===== config.mk =====
export PLATFORM = sky130hd
export DESIGN_NAME = imm_target_pipe
export DESIGN_NICKNAME = d
export VERILOG_FILES = /design/src/rtl/imm_pkg.sv /design/src/rtl/imm_decode.sv /design/src/rtl/imm_target_pipe.sv
export SDC_FILE = /design/constraint.sdc
export NUM_CORES = 1
export LEC_CHECK = 0
export BUFFER_PORTS_ARGS = -buffer_cell sky130_fd_sc_hd__buf_2
export CAP_MARGIN = 20
export CORE_MARGIN = 4
export CORE_UTILIZATION = 55
export DETAILED_ROUTE_END_ITERATION = 16
export PLACE_DENSITY_LB_ADDON = 0.15
export SLEW_MARGIN = 20
export SYNTH_ARGS = -nofsm -noshare
export SYNTH_HDL_FRONTEND = slang
export SYNTH_HIERARCHICAL = 1
export SYNTH_SLANG_ARGS = --single-unit

===== constraint.sdc =====
create_clock -name clk -period 7.6 [get_ports clk]
set_input_delay 0.38 -clock clk [delete_from_list [all_inputs] [get_ports clk]]
set_output_delay 0.38 -clock clk [all_outputs]
set_load 0.05 [all_outputs]

===== src/rtl/imm_pkg.sv =====
// -----------------------------------------------------------------------------
// imm_pkg
//   Shared types and constants for the immediate/target pipeline.
//   - fmt_e      : 3-bit instruction format class (NONE/I/S/B/U/J).
//   - OP_*       : RV32I major opcodes (inst[6:0]).
//   - sext()     : sign-extends the low 'width' bits of a 32-bit field to
//                  MAX_XLEN bits; callers slice down to their own XLEN.
// -----------------------------------------------------------------------------
package imm_pkg;

    typedef enum logic [2:0] {
        FMT_NONE = 3'd0,
        FMT_I    = 3'd1,
        FMT_S    = 3'd2,
        FMT_B    = 3'd3,
        FMT_U    = 3'd4,
        FMT_J    = 3'd5
    } fmt_e;

    localparam logic [6:0] OP_LOAD     = 7'b0000011;
    localparam logic [6:0] OP_OP_IMM   = 7'b0010011;
    localparam logic [6:0] OP_JALR     = 7'b1100111;
    localparam logic [6:0] OP_MISC_MEM = 7'b0001111;
    localparam logic [6:0] OP_SYSTEM   = 7'b1110011;
    localparam logic [6:0] OP_STORE    = 7'b0100011;
    localparam logic [6:0] OP_BRANCH   = 7'b1100011;
    localparam logic [6:0] OP_LUI      = 7'b0110111;
    localparam logic [6:0] OP_AUIPC    = 7'b0010111;
    localparam logic [6:0] OP_JAL      = 7'b1101111;
    localparam logic [6:0] OP_OP       = 7'b0110011;

    localparam int unsigned MAX_XLEN = 64;

    // Shift the field's sign bit up to bit 63, then arithmetic-shift back
    // down so the sign fills every bit above 'width'.
    function automatic logic [MAX_XLEN-1:0] sext(input logic [31:0] value,
                                                  input int unsigned width);
        logic signed [MAX_XLEN-1:0] wide;
        wide = $signed({32'd0, value} << (MAX_XLEN - width));
        return $unsigned(wide >>> (MAX_XLEN - width));
    endfunction

endpackage


===== src/rtl/imm_decode.sv =====
// -----------------------------------------------------------------------------
// imm_decode
//   Combinational instruction classifier and immediate generator.
//   Ports:
//     inst      in   32    raw instruction word
//     fmt       out  3     format class (fmt_e)
//     imm       out  XLEN  sign-extended immediate, 0 for NONE/illegal
//     illegal   out  1     opcode outside the RV32I map
//     is_jalr   out  1     JALR (target built from rs1)
//     is_auipc  out  1     AUIPC (target valid, never a misalign source)
// -----------------------------------------------------------------------------
module imm_decode
    import imm_pkg::*;
#(
    parameter int XLEN = 32
) (
    input  logic [31:0]     inst,
    output fmt_e            fmt,
    output logic [XLEN-1:0] imm,
    output logic            illegal,
    output logic            is_jalr,
    output logic            is_auipc
);

    logic [MAX_XLEN-1:0] imm_wide;

    // NOTE: every output of a combinational block gets a default before the
    // case statement; a path that skips an assignment would infer a latch.
    always_comb begin
        fmt      = FMT_NONE;
        illegal  = 1'b0;
        is_jalr  = 1'b0;
        is_auipc = 1'b0;
        case (inst[6:0])
            OP_LOAD, OP_OP_IMM, OP_MISC_MEM, OP_SYSTEM: fmt = FMT_I;
            OP_JALR: begin
                fmt     = FMT_I;
                is_jalr = 1'b1;
            end
            OP_STORE:  fmt = FMT_S;
            OP_BRANCH: fmt = FMT_B;
            OP_LUI:    fmt = FMT_U;
            OP_AUIPC: begin
                fmt      = FMT_U;
                is_auipc = 1'b1;
            end
            OP_JAL:    fmt = FMT_J;
            OP_OP:     fmt = FMT_NONE;
            default:   illegal = 1'b1;
        endcase
    end

    always_comb begin
        imm_wide = '0;
        case (fmt)
            FMT_I: imm_wide = sext({20'd0, inst[31:20]}, 12);
            FMT_S: imm_wide = sext({20'd0, inst[31:25], inst[11:7]}, 12);
            FMT_B: imm_wide = sext({19'd0, inst[31], inst[7], inst[30:25],
                                    inst[11:8], 1'b0}, 13);
            FMT_J: imm_wide = sext({11'd0, inst[31], inst[19:12], inst[20],
                                    inst[30:21], 1'b0}, 21);
            // U immediates already occupy bit 31; extension only matters
            // for a 64-bit datapath.
            FMT_U: imm_wide = sext({inst[31:12], 12'd0}, 32);
            default: imm_wide = '0;
        endcase
    end

    assign imm = imm_wide[XLEN-1:0];

endmodule


===== src/rtl/imm_target_pipe.sv =====
// -----------------------------------------------------------------------------
// imm_target_pipe
//   Two-stage immediate-decode and control-flow-target unit.
//   Stage A holds the raw instruction, PC and rs1; stage B holds the decoded
//   format, immediate, target and flags. All outputs come from stage B flops.
//   Ports:
//     clk, rst        clock; synchronous active-high reset
//     flush           drop everything in flight (redirect)
//     in_valid/ready  upstream handshake; in_inst, in_pc, in_rs1 payload
//     out_valid/ready downstream handshake
//     out_fmt         format class (fmt_e)
//     out_imm         sign-extended immediate
//     out_target      pc+imm (B/JAL/AUIPC) or (rs1+imm)&~1 (JALR), else 0
//     out_tgt_vld     out_target is meaningful
//     out_misalign    branch/jump target violates IALIGN
//     out_illegal     opcode not in the RV32I map
// -----------------------------------------------------------------------------
module imm_target_pipe
    import imm_pkg::*;
#(
    parameter int XLEN   = 32,
    parameter int IALIGN = 32
) (
    input  logic            clk,
    input  logic            rst,
    input  logic            flush,
    input  logic            in_valid,
    output logic            in_ready,
    input  logic [31:0]     in_inst,
    input  logic [XLEN-1:0] in_pc,
    input  logic [XLEN-1:0] in_rs1,
    output logic            out_valid,
    input  logic            out_ready,
    output fmt_e            out_fmt,
    output logic [XLEN-1:0] out_imm,
    output logic [XLEN-1:0] out_target,
    output logic            out_tgt_vld,
    output logic            out_misalign,
    output logic            out_illegal
);

    // Stage A
    logic            a_valid;
    logic [31:0]     a_inst;
    logic [XLEN-1:0] a_pc;
    logic [XLEN-1:0] a_rs1;

    // Stage B
    logic            b_valid;
    fmt_e            b_fmt;
    logic [XLEN-1:0] b_imm;
    logic [XLEN-1:0] b_target;
    logic            b_tgt_vld;
    logic            b_misalign;
    logic            b_illegal;

    // Decode / target datapath between the stages
    fmt_e            dec_fmt;
    logic [XLEN-1:0] dec_imm;
    logic            dec_illegal;
    logic            dec_is_jalr;
    logic            dec_is_auipc;
    logic [XLEN-1:0] sum_base;
    logic [XLEN-1:0] sum;
    logic [XLEN-1:0] target;
    logic            tgt_vld;
    logic            misalign;

    logic            a_ready;
    logic            b_ready;

    imm_decode #(.XLEN(XLEN)) u_decode (
        .inst     (a_inst),
        .fmt      (dec_fmt),
        .imm      (dec_imm),
        .illegal  (dec_illegal),
        .is_jalr  (dec_is_jalr),
        .is_auipc (dec_is_auipc)
    );

    always_comb begin
        sum_base = dec_is_jalr ? a_rs1 : a_pc;
        sum      = sum_base + dec_imm;
        tgt_vld  = (dec_fmt == FMT_B) || (dec_fmt == FMT_J) ||
                   dec_is_jalr || dec_is_auipc;
        target   = '0;
        if (dec_is_jalr)
            target = {sum[XLEN-1:1], 1'b0};
        else if (tgt_vld)
            target = sum;
        // AUIPC produces an address, not a control transfer.
        misalign = (IALIGN == 32) && tgt_vld && !dec_is_auipc && target[1];
    end

    // Each stage can take new data when empty or when its content leaves
    // this cycle; the chain makes backpressure purely combinational.
    assign b_ready  = !b_valid || out_ready;
    assign a_ready  = !a_valid || b_ready;
    assign in_ready = a_ready && !flush && !rst;

    // NOTE: sequential state uses non-blocking assignments so every flop
    // samples the pre-edge values regardless of statement order.
    always_ff @(posedge clk) begin
        if (rst) begin
            // NOTE: data registers are cleared on reset as well as the
            // valids, so outputs read as zero until the first result.
            a_valid    <= 1'b0;
            a_inst     <= '0;
            a_pc       <= '0;
            a_rs1      <= '0;
            b_valid    <= 1'b0;
            b_fmt      <= FMT_NONE;
            b_imm      <= '0;
            b_target   <= '0;
            b_tgt_vld  <= 1'b0;
            b_misalign <= 1'b0;
            b_illegal  <= 1'b0;
        end else if (flush) begin
            a_valid <= 1'b0;
            b_valid <= 1'b0;
        end else begin
            if (b_ready) begin
                b_valid <= a_valid;
                if (a_valid) begin
                    b_fmt      <= dec_fmt;
                    b_imm      <= dec_imm;
                    b_target   <= target;
                    b_tgt_vld  <= tgt_vld;
                    b_misalign <= misalign;
                    b_illegal  <= dec_illegal;
                end
            end
            if (a_ready) begin
                a_valid <= in_valid;
                if (in_valid) begin
                    a_inst <= in_inst;
                    a_pc   <= in_pc;
                    a_rs1  <= in_rs1;
                end
            end
        end
    end

    assign out_valid    = b_valid;
    assign out_fmt      = b_fmt;
    assign out_imm      = b_imm;
    assign out_target   = b_target;
    assign out_tgt_vld  = b_tgt_vld;
    assign out_misalign = b_misalign;
    assign out_illegal  = b_illegal;

endmodule


After elaboration in Yosys (flattened, before gate mapping)
Index checks and enable logic that the tools add are counted.
{"block": "totals", "ff_bits": 168, "output_inout_bits": 72, "in_bits": 101, "wordCells": 57}
{"block": "op_classes", "n_mux": 8, "n_reduce_logical": 20, "bitwise": 1, "addsub": 1, "eq_ne": 16}
{"operator": "32-bit one-hot mux with 5 select lines", "n": 1}
{"operator": "32-bit 2-to-1 mux", "n": 3}
{"operator": "32-bit adder", "n": 1}
{"operator": "7-bit equality test, second input constant", "n": 4}
{"operator": "7-bit by 6-bit equality test with 1-bit output, second input constant", "n": 3}
{"operator": "3-bit one-hot mux with 5 select lines", "n": 1}
{"operator": "7-bit by 5-bit equality test with 1-bit output, second input constant", "n": 2}
{"operator": "11-bit OR reduction", "n": 1}
{"operator": "7-bit by 2-bit equality test with 1-bit output, second input constant", "n": 1}
{"operator": "7-bit by 4-bit equality test with 1-bit output, second input constant", "n": 1}
{"operator": "3-bit by 2-bit equality test with 1-bit output, second input constant", "n": 2}
{"operator": "3-bit equality test, second input constant", "n": 2}
{"operator": "3-bit AND reduction", "n": 2}
{"operator": "1-bit logical NOT", "n": 5}
{"operator": "1-bit logical OR", "n": 5}
{"operator": "5-bit OR reduction", "n": 1}
{"operator": "1-bit logical AND", "n": 4}
{"operator": "2-bit OR reduction", "n": 2}
{"operator": "3-bit by 1-bit equality test with 1-bit output, second input constant", "n": 1}
{"operator": "1-bit 2-to-1 mux", "n": 3}
{"operator": "1-bit inverter", "n": 1}

Longest topological paths before layout
Gate-level depths: netlist of run 1.
{"block": "logic_depth", "depth_word": 10, "ltp_mapped": 19, "depth_no_buf": 17}

Modules after synthesis
Netlist of run 1, hierarchy kept.
{"mod": "imm_target_pipe", "area_each_um2": 7763.7, "n_inst": 1, "seq_area_each_um2": 3363.2, "cells_per_inst": 988}
{"mod": "imm_decode", "area_each_um2": 839.6, "n_inst": 1, "seq_area_each_um2": 0.0, "cells_per_inst": 125}

Worst setup path after synthesis of run 1
No wires, ideal clock.
{"block": "synth_timing", "path_kind": "reg2reg", "start": "register a_inst[4]", "end": "register b_target[31] (netlist: out_target[31])", "path_buffers": 3, "slack_ps": 3452, "t_arrival_ps": 4031, "setup_ps": 117, "stages_incl_launch_ff": 20, "period_less_slack_ps": 4148, "cell_sequence": "dfxtp_1 -> buf_6 -> and4b_1 -> o211ai_2 -> ha_1 -> and2b_2 -> o211ai_1 -> a221oi_2 -> buf_4 -> nand2_1 -> a21oi_2 -> ha_1 -> clkbuf_1 -> nand2_1 -> o21ai_0 -> or3b_2 -> a21boi_0 -> o21ai_0 -> or3_1 -> a32o_1"}
{"block": "synth_between", "elab_cells_between_ends": 28, "classes_between": "add/sub (1); eq/ne (15); mux (7); reduce/logical (5)"}
{"item": "start, declared", "line_no": "imm_target_pipe.sv:44", "rtl": "logic [31:0] a_inst;"}
{"item": "start signal, assigned", "line_no": "imm_target_pipe.sv:136", "rtl": "a_inst <= in_inst;"}
{"item": "7-bit by 2-bit equality test with 1-bit output (tied with other cells)", "line_no": "imm_decode.sv:34", "rtl": "case (inst[6:0])"}
{"item": "5-bit OR reduction (no source line) or 2-bit OR reduction (tied branches)"}
{"item": "3-bit one-hot mux with 5 select lines *", "line_no": "imm_decode.sv:34"}
{"item": "3-bit equality test (tied with other cells)", "line_no": "imm_decode.sv:55", "rtl": "case (fmt)"}
{"item": "32-bit one-hot mux with 5 select lines *", "line_no": "imm_decode.sv:55"}
{"item": "net dec_imm[22]", "line_no": "imm_target_pipe.sv:59", "rtl": "logic [XLEN-1:0] dec_imm;"}
{"item": "32-bit adder *", "line_no": "imm_target_pipe.sv:83", "rtl": "sum = sum_base + dec_imm;"}
{"item": "32-bit 2-to-1 mux", "line_no": "imm_target_pipe.sv:89", "rtl": "else if (tgt_vld)"}
{"item": "32-bit 2-to-1 mux *", "line_no": "imm_target_pipe.sv:87", "rtl": "if (dec_is_jalr)"}
{"item": "end signal, assigned", "line_no": "imm_target_pipe.sv:127", "rtl": "b_target <= target;"}
{"item": "end, declared", "line_no": "imm_target_pipe.sv:52", "rtl": "logic [XLEN-1:0] b_target;"}
Mark *: on every way through the listed nets, which the timed path passes. The rest lies on a longest branch.
A chain may end at the register's enable or synchronous reset.

Worst setup path in the final report of run 1
Same ends and word-level chain as after synthesis.

==> run summary, run 1 <==
=========================================================================================
Fmax                                                                            200.8 MHz
EDFF count, synth                                                                       0
Run status                                                                   complete, no violations
Sw frac                                                                            24.59%
Endpoint, Worst Hold                                                            a_rs1[29]
Endpoint required time on the critical path                                       7930 ps
Die outline width                                                                133.1 um
Count of inserted antenna diode cells                                                   0
Pwr Total                                                                        1.922 mW
Initial detailed-routing violation count                                              567
Cell taking the most area after synthesis                                    sky130_fd_sc_hd__dfxtp_1
Final setup TNS                                                                      0 ps
Bufs on Longest Clock Path                                                              2
Remaining DRCs                                                                          0
Worst-case headroom to the max-slew limit                                          32.52%
List of cells traversed by the critical path                                 and4b_1 -> o211ai_2 -> ha_1 -> and2b_2 -> o211ai_1 -> a221oi_2 -> nand2_1 -> a21oi_2 -> ha_1 -> nand2_1 -> o21ai_0 -> or3b_2 -> a21boi_0 -> o21ai_0 -> or3_1 -> a32o_1
Detail Placement HPWL                                                            17660 um
Slack of the worst reg-to-reg path                                                2620 ps
Hold depth                                                                              3
Cts hold-fix bufs                                                                       0
Boundary pin count                                                                    173
Routed wirelength normalized by instance count                                   16.65 um
Power density relative to cell area                                          190.6 mW/mm2
Number of warnings reported in the yosys synthesis log                                  6
Critical Path End Type                                                           register
Yosys cell types                                                                       80
Layout fillers                                                                       1432
Synthesized instance count                                                           1113
Net switching power                                                              472.5 uW
Hold wc startpoint                                                             in_rs1[29]
Critical Path Source                                                            a_inst[4]
Number of CTS-inserted buffers                                                         17
Chip Height                                                                      133.1 um
CP delay by family, top                                                      compound AO/OA/AOI/OAI gates
Hold Worst Slack                                                                 177.0 ps
Number of global-route vias before repair                                            7700
Worst slew pin tran                                                               1012 ps
Largest net degree at the start of global routing                                      97
Top-count cell post-synth                                                    sky130_fd_sc_hd__nand2_1
Number of H-tree levels                                                                 4
Post-synthesis compound-gate area fraction                                         21.93%
Capture instance of the worst register-to-register path                      out_target[31]
Via-per-instance ratio                                                              5.508
Maximum fanout encountered on the critical timing path                                 11
Synthesis-stage register bit count                                                    168
Via count                                                                            8086
Setup fix buffers added after clock tree synthesis                                      0
Area share of the leading cell type in the synthesized netlist                     39.09%
Clk_lat worst skew                                                                 440 ps
Starting Density                                                                   56.38%
Cell chosen for the clock root                                               sky130_fd_sc_hd__clkbuf_16
Non-filler instance count after layout                                               1468
Worst reg-to-reg path cell count                                                       16
Final critical-path share of the clock period                                      65.52%
Crit path DAT                                                                     5300 ps
Final min period                                                                  4979 ps
Final setup fails                                                                       0
Wire length of the first global-routing pass                                     39410 um
Part of the total power dissipated in sequential elements                           47.9%
Syn avg cell area                                                               7.730 um2
Routed wire length                                                               24440 um
Sequential cell area fraction in the yosys report                                  39.09%
Resize count post-CTS                                                                   0
RePlAce Congestion                                                                 0.9462
Share of final-layout standard cells stronger than drive strength 1                23.07%
Setup repair after global routing missed its margin                                    no
Net count, final                                                                     1379
Worst supply voltage drop on vdd                                                0.1742 mV
Share of synthesized area spent on multiplexers                                    4.538%
Setup Skew                                                                       9.463 ps
Area of the die                                                               0.01771 mm2
Syn Nets                                                                             1247
Synth Area in Simple Gates                                                         22.08%
Clock-pin slew on the worst setup and hold paths                                    70 ps
Clock network power share                                                           44.6%
Number of antenna violations at the first check in global routing                       0
Signed area change from the synthesized netlist to the final layout                17.18%
Worst Path Buf+Inv                                                                      0
Ranking of synthesized cells by instance count                               342 x sky130_fd_sc_hd__nand2_1, 186 x sky130_fd_sc_hd__a21oi_1, 168 x sky130_fd_sc_hd__dfxtp_1
Worst setup path category                                                    register to register
Crit path max-delay cell type                                                sky130_fd_sc_hd__a221oi_2
CTS tree                                                                              yes
Share of power burned in combinational logic                                         7.5%
Worst hold path type                                                         input port to register
Delay of the slowest critical-path stage                                           740 ps
Core region area                                                              0.01526 mm2
Number of placed cells counting well taps                                            1437
Proportion of register bits with asynchronous set or reset after synthesis             0%
Top post-synthesis cells by area                                             sky130_fd_sc_hd__dfxtp_1 39%, sky130_fd_sc_hd__nand2_1 15%, sky130_fd_sc_hd__a21oi_1 11%
Type of origin of the critical path                                              register
Remaining number of nets flagged by the antenna check after routing                     0
Origin of the critical flop-to-flop path                                        a_inst[4]
Leakage                                                                          4.135 nW
Post-Synth Adder-Cell Area                                                         4.887%
Port Buf Inserts                                                                      172
Clock sink total                                                                      168
XOR/XNOR share of the synthesized area                                             2.952%
Number of hold-slack violations in the final timing report                              0
Combinational family with the most area after synthesis                      simple AND/OR/NAND/NOR gates
Flip-flop cell with the highest count after synthesis                        sky130_fd_sc_hd__dfxtp_1
Drt first pass iters                                                                    5
Number of maximum-capacitance violations                                                0
Total track usage                                                                  27.55%
Cell-internal power                                                              1.449 mW
Number of pins with negative max-slew slack in the final report                         0
Overall overflow remaining after global route                                           0
Post-Syn Area                                                                0.008603 mm2
Number of placement rows                                                               45
=========================================================================================
==> how the worst max path moves through the flow <==
| stage | endpoint | slack, ps | cells past startpoint |
|---|---|---|---|
| 6_report | out_target[31] | 2620 | 16 |
| 4_1_cts | out_target[31] | 2650 | 16 |
| 3_3_place_gp | out_target[31] | 2680 | 16 |
| 5_1_grt | out_target[31] | 2230 | 15 |
| 2_1_floorplan | out_target[31] | 3450 | 19 |
| 3_5_place_dp | out_target[31] | 2700 | 16 |
==> cell type report <==
class,count,area [um2],area share [%]
multi-input combinational,859,4868,48.29
sequential,168,3363,33.36
timing repair buffer,183,945.9,9.383
clock buffer,19,432.9,4.294
tap,211,264.0,2.619
clock inverter,12,143.9,1.427
inverter,16,62.56,0.6206
==> power by group through the flow <==
stage	registers (mW)	logic, mW	clock network, mW
floorplan	0.935	0.0966	0
CTS	0.921	0.144	0.871
detailed placement	0.941	0.143	0
global route	0.924	0.161	0.901
finish	0.921	0.144	0.857
global placement	0.940	0.142	0
==> routing by layer <==
layer	share of wire (%)	global-route usage [%]	up-vias	wire length, um
li1	-	-	4078	-
met1	47	37.89	3754	11420
met2	47	44.98	228	11380
met3	5.3	4.525	26	1303
met4	1.4	7.448	0	333
met5	0	0	-	0
==> cells by family after synthesis <==
group,count (synthesis)
flops,168
mux,35
xor+xnor,29
fa+ha+maj,33
compound gates,314
simple gates,448
buf+inv,86
==> sequential cells by signal, indices dropped and copies added, names as in the netlist <==
signal,flops
out_valid,1
out_imm,32
a_pc,32
out_misalign,1
a_rs1,32
out_target,32
a_valid,1
a_inst,32
out_fmt,3
out_tgt_vld,1
out_illegal,1
==> placed cells by master (no fill, tap or decap), drive strengths merged, types with 4 or more instances in the layout <==
cell type	netlist	layout
ha	32	32
or3	5	5
mux2	32	32
xnor2	15	15
a32oi	6	6
nand4	10	10
a21o	10	10
and2	11	11
inv	16	21
nor2	39	39
dfxtp	168	168
nand2	343	343
a21boi	4	4
a31oi	5	5
a211oi	5	5
o21ai	43	43
clkbuf	53	19
nor3b	4	4
nand3	8	8
a22oi	8	8
xor2	14	14
nor3	8	8
buf	17	183
o211ai	8	8
a21oi	200	200
==> per-stage QoR <==
stage	area [um2]	utilization, %	worst slack [ps]
final	10080	66.07	2621
after global routing	10080	66.07	2232
after floorplan	8603	-	3452
after global placement	9504	62.29	2680
after CTS	10080	66.07	2654
after detailed placement	9504	62.29	2698
==> tightest hold or removal path, stage by stage <==
cell                      delay (ps)
sky130_fd_sc_hd__buf_2            90
sky130_fd_sc_hd__nand2_1          50
sky130_fd_sc_hd__a21oi_1          50
Power figures use the tool's default switching activity.
==> inputs of run 2 (changes only) <==
Settings changed: CORE_UTILIZATION 55 to 50.
Clock period 7.6 ns to 4.4 ns, I/O delays scaled along.
==> run summary, run 2 (same netlist as run 1, synthesis figures left out) <==
==================================================================================
Run status                                                            complete, no violations
Remaining number of nets flagged by the antenna check after routing              0
Fmax                                                                     236.1 MHz
Part of the total power dissipated in sequential elements                    46.5%
Hold Worst Slack                                                          14.79 ps
Largest net degree at the start of global routing                               97
Area of combinational cells with multiple inputs                      0.004916 mm2
Share of final-layout standard cells stronger than drive strength 1         25.06%
RePlAce Congestion                                                          0.9453
Number of hold-slack violations in the final timing report                       0
Routed wire length                                                        26110 um
Clock sink total                                                               168
Core region area                                                       0.01670 mm2
Number of pins with negative max-slew slack in the final report                  0
Non-filler instance count after layout                                        1497
Commonest non-fill, non-tap cell in the layout                        sky130_fd_sc_hd__nand2_1
Via count                                                                     8228
Area of the die                                                        0.01937 mm2
Final critical-path share of the clock period                               96.24%
Remaining DRCs                                                                   0
Wire length of the first global-routing pass                              41140 um
Clk_lat worst skew                                                          440 ps
Net switching power                                                       867.1 uW
Net count, final                                                              1398
Signed area change from the synthesized netlist to the final layout         20.23%
Endpoint required time on the critical path                                4730 ps
Placed cell areas                                                     0.009686 mm2
Cell-internal power                                                       2.550 mW
Number of placement rows                                                        47
Worst slew pin tran                                                       974.8 ps
Layout fillers                                                                1609
Number of H-tree levels                                                          4
Routed wirelength normalized by instance count                            17.44 um
Final setup fails                                                                0
Seq. cell area                                                        0.003364 mm2
Detail Placement HPWL                                                     18740 um
Final core utilization                                                      61.93%
Maximum fanout encountered on the critical timing path                          11
Port Buf Inserts                                                               172
Power density relative to cell area                                   330.4 mW/mm2
Initial detailed-routing violation count                                       634
Worst supply voltage drop on vdd                                         0.3586 mV
Sw frac                                                                     25.37%
Worst hold path type                                                  input port to register
Starting Density                                                            51.51%
Cts hold-fix bufs                                                                0
Chip Height                                                               139.2 um
Number of maximum-capacitance violations                                         0
Count of inserted antenna diode cells                                            0
Final setup TNS                                                               0 ps
Most frequent cells in the layout                                     342 x sky130_fd_sc_hd__nand2_1, 184 x sky130_fd_sc_hd__a21oi_1, 171 x sky130_fd_sc_hd__buf_2
Bufs on Longest Clock Path                                                       2
Crit path setup slack, layout                                             165.3 ps
Number of CTS-inserted buffers                                                  17
Total track usage                                                           26.21%
Via-per-instance ratio                                                       5.496
Setup fix buffers added after clock tree synthesis                               0
Final min period                                                           4235 ps
Drt first pass iters                                                             5
Number of antenna violations at the first check in global routing                0
Type of origin of the critical path                                       register
Cell chosen for the clock root                                        sky130_fd_sc_hd__clkbuf_16
Overall overflow remaining after global route                                    0
Worst setup timing slack at the placement stage                           6.988 ps
Clock network power share                                                    45.9%
Boundary pin count                                                             173
Number of placed cells counting well taps                                     1465
Crit path DAT                                                              4560 ps
Critical Path End Type                                                    register
Setup Skew                                                                7.446 ps
Clock-pin slew on the worst setup and hold paths                             70 ps
Setup repair after global routing missed its margin                            yes
Pwr Total                                                                 3.417 mW
Die outline width                                                         139.2 um
Worst-case headroom to the max-slew limit                                   35.01%
Leakage                                                                   4.268 nW
Share of power burned in combinational logic                                  7.6%
Post-route standard cell area excluding fillers                        0.01034 mm2
CTS tree                                                                       yes
Worst setup path category                                             register to register
Number of global-route vias before repair                                     7660
==================================================================================
run 2: metal layers:
| metal | GRT usage [%] | vias up | part of all wire, % |
|---|---|---|---|
| li1 | - | 4108 | - |
| met1 | 36.64 | 3816 | 46 |
| met2 | 41.70 | 261 | 46 |
| met3 | 4.690 | 43 | 5.2 |
| met4 | 7.467 | 0 | 2.0 |
| met5 | 0 | - | 0 |
run 2: repair_timing:
action                     CTS  global route
pin swaps                    0             1
resized for setup            2            11
setup endpoints to repair    2            15
run 2: final cells by class:
type / count / share of cell area, %
well taps: 220 / 2.661
inverters: 16 / 0.6048
clock inverters: 13 / 1.536
multi-input cells: 859 / 47.53
clock buffers: 19 / 4.379
repair buffers: 202 / 10.77
flip-flops and latches: 168 / 32.53
run 2: path summary, 6_finish.rpt:
| check | start | endpoint | slack (ps) | cells after the start |
|---|---|---|---|---|
| hold reg to reg | out_imm[28] | out_imm[28] | 450 | 2 |
| setup / recovery | a_inst[6] | out_target[31] | 170 | 17 |
| hold / removal | in_pc[27] | a_pc[27] | 10 | 3 |
| setup reg to reg | a_inst[6] | out_target[31] | 170 | 17 |
run 2: power groups by stage:
stage / Sequential, mW / Combinational [mW] / Clock, mW
finish: 1.59 / 0.260 / 1.57
global route: 1.59 / 0.290 / 1.65
CTS: 1.59 / 0.261 / 1.58
detailed placement: 1.62 / 0.259 / 0
global placement: 1.62 / 0.259 / 0
floorplan: 1.61 / 0.167 / 0
run 2: critical path, cell delays in order, from the launching register on:
cell                       delay, ps
sky130_fd_sc_hd__dfxtp_1         370
sky130_fd_sc_hd__and4b_1         260
sky130_fd_sc_hd__o211ai_4        240
sky130_fd_sc_hd__ha_4            200
sky130_fd_sc_hd__and2b_2         140
sky130_fd_sc_hd__o211ai_1        120
sky130_fd_sc_hd__a221oi_2        290
sky130_fd_sc_hd__buf_4           210
sky130_fd_sc_hd__nand2_1          90
sky130_fd_sc_hd__a21oi_2         200
sky130_fd_sc_hd__ha_1            290
sky130_fd_sc_hd__a21oi_2         180
sky130_fd_sc_hd__o21ai_0         120
sky130_fd_sc_hd__or3b_2          450
sky130_fd_sc_hd__a21boi_1        190
sky130_fd_sc_hd__o21ai_0         140
sky130_fd_sc_hd__or3_1           350
sky130_fd_sc_hd__a32o_1          260
==> inputs of run 3 (changes only) <==
Settings changed: CAP_MARGIN 20 to not set, SETUP_SLACK_MARGIN set to 0.2.
==> run summary, run 3 (same netlist as run 1, synthesis figures left out) <==
==================================================================================
Setup Skew                                                                8.580 ps
Number of maximum-capacitance violations                                         0
Number of antenna violations at the first check in global routing                0
Part of the total power dissipated in sequential elements                    46.5%
Worst hold path type                                                  input port to register
Share of power burned in combinational logic                                  7.7%
Number of pins with negative max-slew slack in the final report                  0
Hold depth                                                                       3
Sw frac                                                                     25.30%
Detail Placement HPWL                                                     18740 um
Number of global-route vias before repair                                     7650
Starting Density                                                            51.51%
Power density relative to cell area                                   325.9 mW/mm2
Initial detailed-routing violation count                                       585
Clock-pin slew on the worst setup and hold paths                             70 ps
Worst supply voltage drop on vdd                                         0.3586 mV
Number of H-tree levels                                                          4
Clock network power share                                                    45.8%
Routed wirelength normalized by instance count                            17.39 um
Clock sink total                                                               168
Maximum fanout encountered on the critical timing path                           8
Remaining DRCs                                                                   0
Cell-internal power                                                       2.551 mW
Chip Height                                                               139.2 um
Number of CTS-inserted buffers                                                  17
Via-per-instance ratio                                                       5.488
Net switching power                                                       863.8 uW
Type of origin of the critical path                                       register
Total track usage                                                           26.19%
Endpoint required time on the critical path                                4720 ps
Worst reg-to-reg path cell count                                                17
Die outline width                                                         139.2 um
Final setup TNS                                                               0 ps
Count of inserted antenna diode cells                                            0
Final critical-path share of the clock period                               92.90%
Worst setup path category                                             register to register
Number of placed cells counting well taps                                     1465
Signed area change from the synthesized netlist to the final layout         21.79%
Wire length of the first global-routing pass                              41150 um
Pwr Total                                                                 3.414 mW
Final min period                                                           4088 ps
CTS tree                                                                       yes
Bufs on Longest Clock Path                                                       2
Run status                                                            complete, no violations
Port Buf Inserts                                                               172
Fmax                                                                     244.6 MHz
Cell chosen for the clock root                                        sky130_fd_sc_hd__clkbuf_16
Crit path DAT                                                              4410 ps
Commonest non-fill, non-tap cell in the layout                        sky130_fd_sc_hd__nand2_1
Worst slew pin tran                                                       971.3 ps
Share of final-layout standard cells stronger than drive strength 1         26.97%
Critical Path End Type                                                    register
Number of placement rows                                                        47
Number of hold-slack violations in the final timing report                       0
Remaining number of nets flagged by the antenna check after routing              0
Post-route standard cell area excluding fillers                        0.01048 mm2
Largest net degree at the start of global routing                               97
Layout fillers                                                                1593
Worst-case headroom to the max-slew limit                                   35.25%
Most frequent cells in the layout                                     342 x sky130_fd_sc_hd__nand2_1, 177 x sky130_fd_sc_hd__a21oi_1, 171 x sky130_fd_sc_hd__buf_2
Area of the die                                                        0.01937 mm2
Setup repair after global routing missed its margin                            yes
Clk_lat worst skew                                                          430 ps
Non-filler instance count after layout                                        1503
Overall overflow remaining after global route                                    0
RePlAce Congestion                                                          0.9453
Drt first pass iters                                                             5
Leakage                                                                   4.303 nW
Via count                                                                     8249
Final setup fails                                                                0
Core region area                                                       0.01670 mm2
Placed cell areas                                                     0.009686 mm2
Net count, final                                                              1404
Routed wire length                                                        26130 um
Boundary pin count                                                             173
==================================================================================
run 3: cell count changes in the layout (fill, tap and decap cells not counted), moves of 2 or more:
cell	delta
sky130_fd_sc_hd__a21oi_4	+2
sky130_fd_sc_hd__buf_4	+6
sky130_fd_sc_hd__a211oi_1	-2
sky130_fd_sc_hd__o21ai_2	+3
sky130_fd_sc_hd__o21ai_0	-4
sky130_fd_sc_hd__a21oi_2	+5
sky130_fd_sc_hd__ha_1	-2
sky130_fd_sc_hd__dfxtp_1	-2
sky130_fd_sc_hd__a211oi_2	+2
sky130_fd_sc_hd__a21oi_1	-7
sky130_fd_sc_hd__ha_2	+2
run 3: worst paths after layout:
check / start / endpoint / slack, ps
worst min-delay path: in_inst[8] / a_inst[8] / 20
worst min register to register: out_imm[28] / out_imm[28] / 450
worst max register to register: a_inst[5] / out_target[31] / 310
worst max-delay path: a_inst[5] / out_target[31] / 310
run 3: power by group through the flow:
stage                     clock (mW)  sequential [mW]  combinational, mW
after floorplan                    0             1.61              0.167
after global placement             0             1.62              0.259
after detailed placement           0             1.62              0.259
after CTS                       1.58             1.59              0.261
after global routing            1.65             1.59              0.291
final                           1.56             1.59              0.262
run 3: timing repair:
| action | 4_1_cts | 5_1_grt |
|---|---|---|
| pin swaps | 1 | 13 |
| setup endpoints to repair | 11 | 14 |
| hold buffers | 0 | 0 |
| gates resized for setup | 6 | 34 |
| buffers inserted | 3 | 3 |
run 3: worst max-delay path, stage by stage (launching register included):
cell	delay, ps
sky130_fd_sc_hd__dfxtp_4	370
sky130_fd_sc_hd__and4b_2	270
sky130_fd_sc_hd__o211ai_4	250
sky130_fd_sc_hd__ha_4	190
sky130_fd_sc_hd__and2b_2	140
sky130_fd_sc_hd__o211ai_1	140
sky130_fd_sc_hd__a221oi_2	320
sky130_fd_sc_hd__buf_4	190
sky130_fd_sc_hd__nand2_1	80
sky130_fd_sc_hd__a21oi_2	180
sky130_fd_sc_hd__ha_1	280
sky130_fd_sc_hd__a21oi_2	190
sky130_fd_sc_hd__o21ai_2	80
sky130_fd_sc_hd__or3b_2	450
sky130_fd_sc_hd__a21boi_2	150
sky130_fd_sc_hd__o21ai_1	90
sky130_fd_sc_hd__or3_1	350
sky130_fd_sc_hd__a32o_1	260
run 3: final cells by class:
cell class,count,area (um2),share of cell area [%]
inverters,16,62.56,0.5971
clock buffers,19,452.9,4.323
well taps,220,275.3,2.627
clock inverters,13,158.9,1.517
flip-flops and latches,168,3369,32.16
multi-input cells,859,5000,47.72
repair buffers,208,1159,11.06
run 3: per-stage QoR:
stage	worst slack, ps	utilization [%]	hold WS, ps
global placement	102.0	57.99	434.7
floorplan	251.7	-	356.0
CTS	223.0	61.93	3.253
finish	312.3	62.74	19.43
global route	140.3	62.74	12.43
detailed placement	6.988	57.99	441.1
run 3: layer usage:
| layer | global-route usage [%] | share of wire (%) |
|---|---|---|
| met1 | 36.71 | 47 |
| met2 | 42.06 | 47 |
| met3 | 4.414 | 4.8 |
| met4 | 6.849 | 1.5 |
| met5 | 0 | 0 |
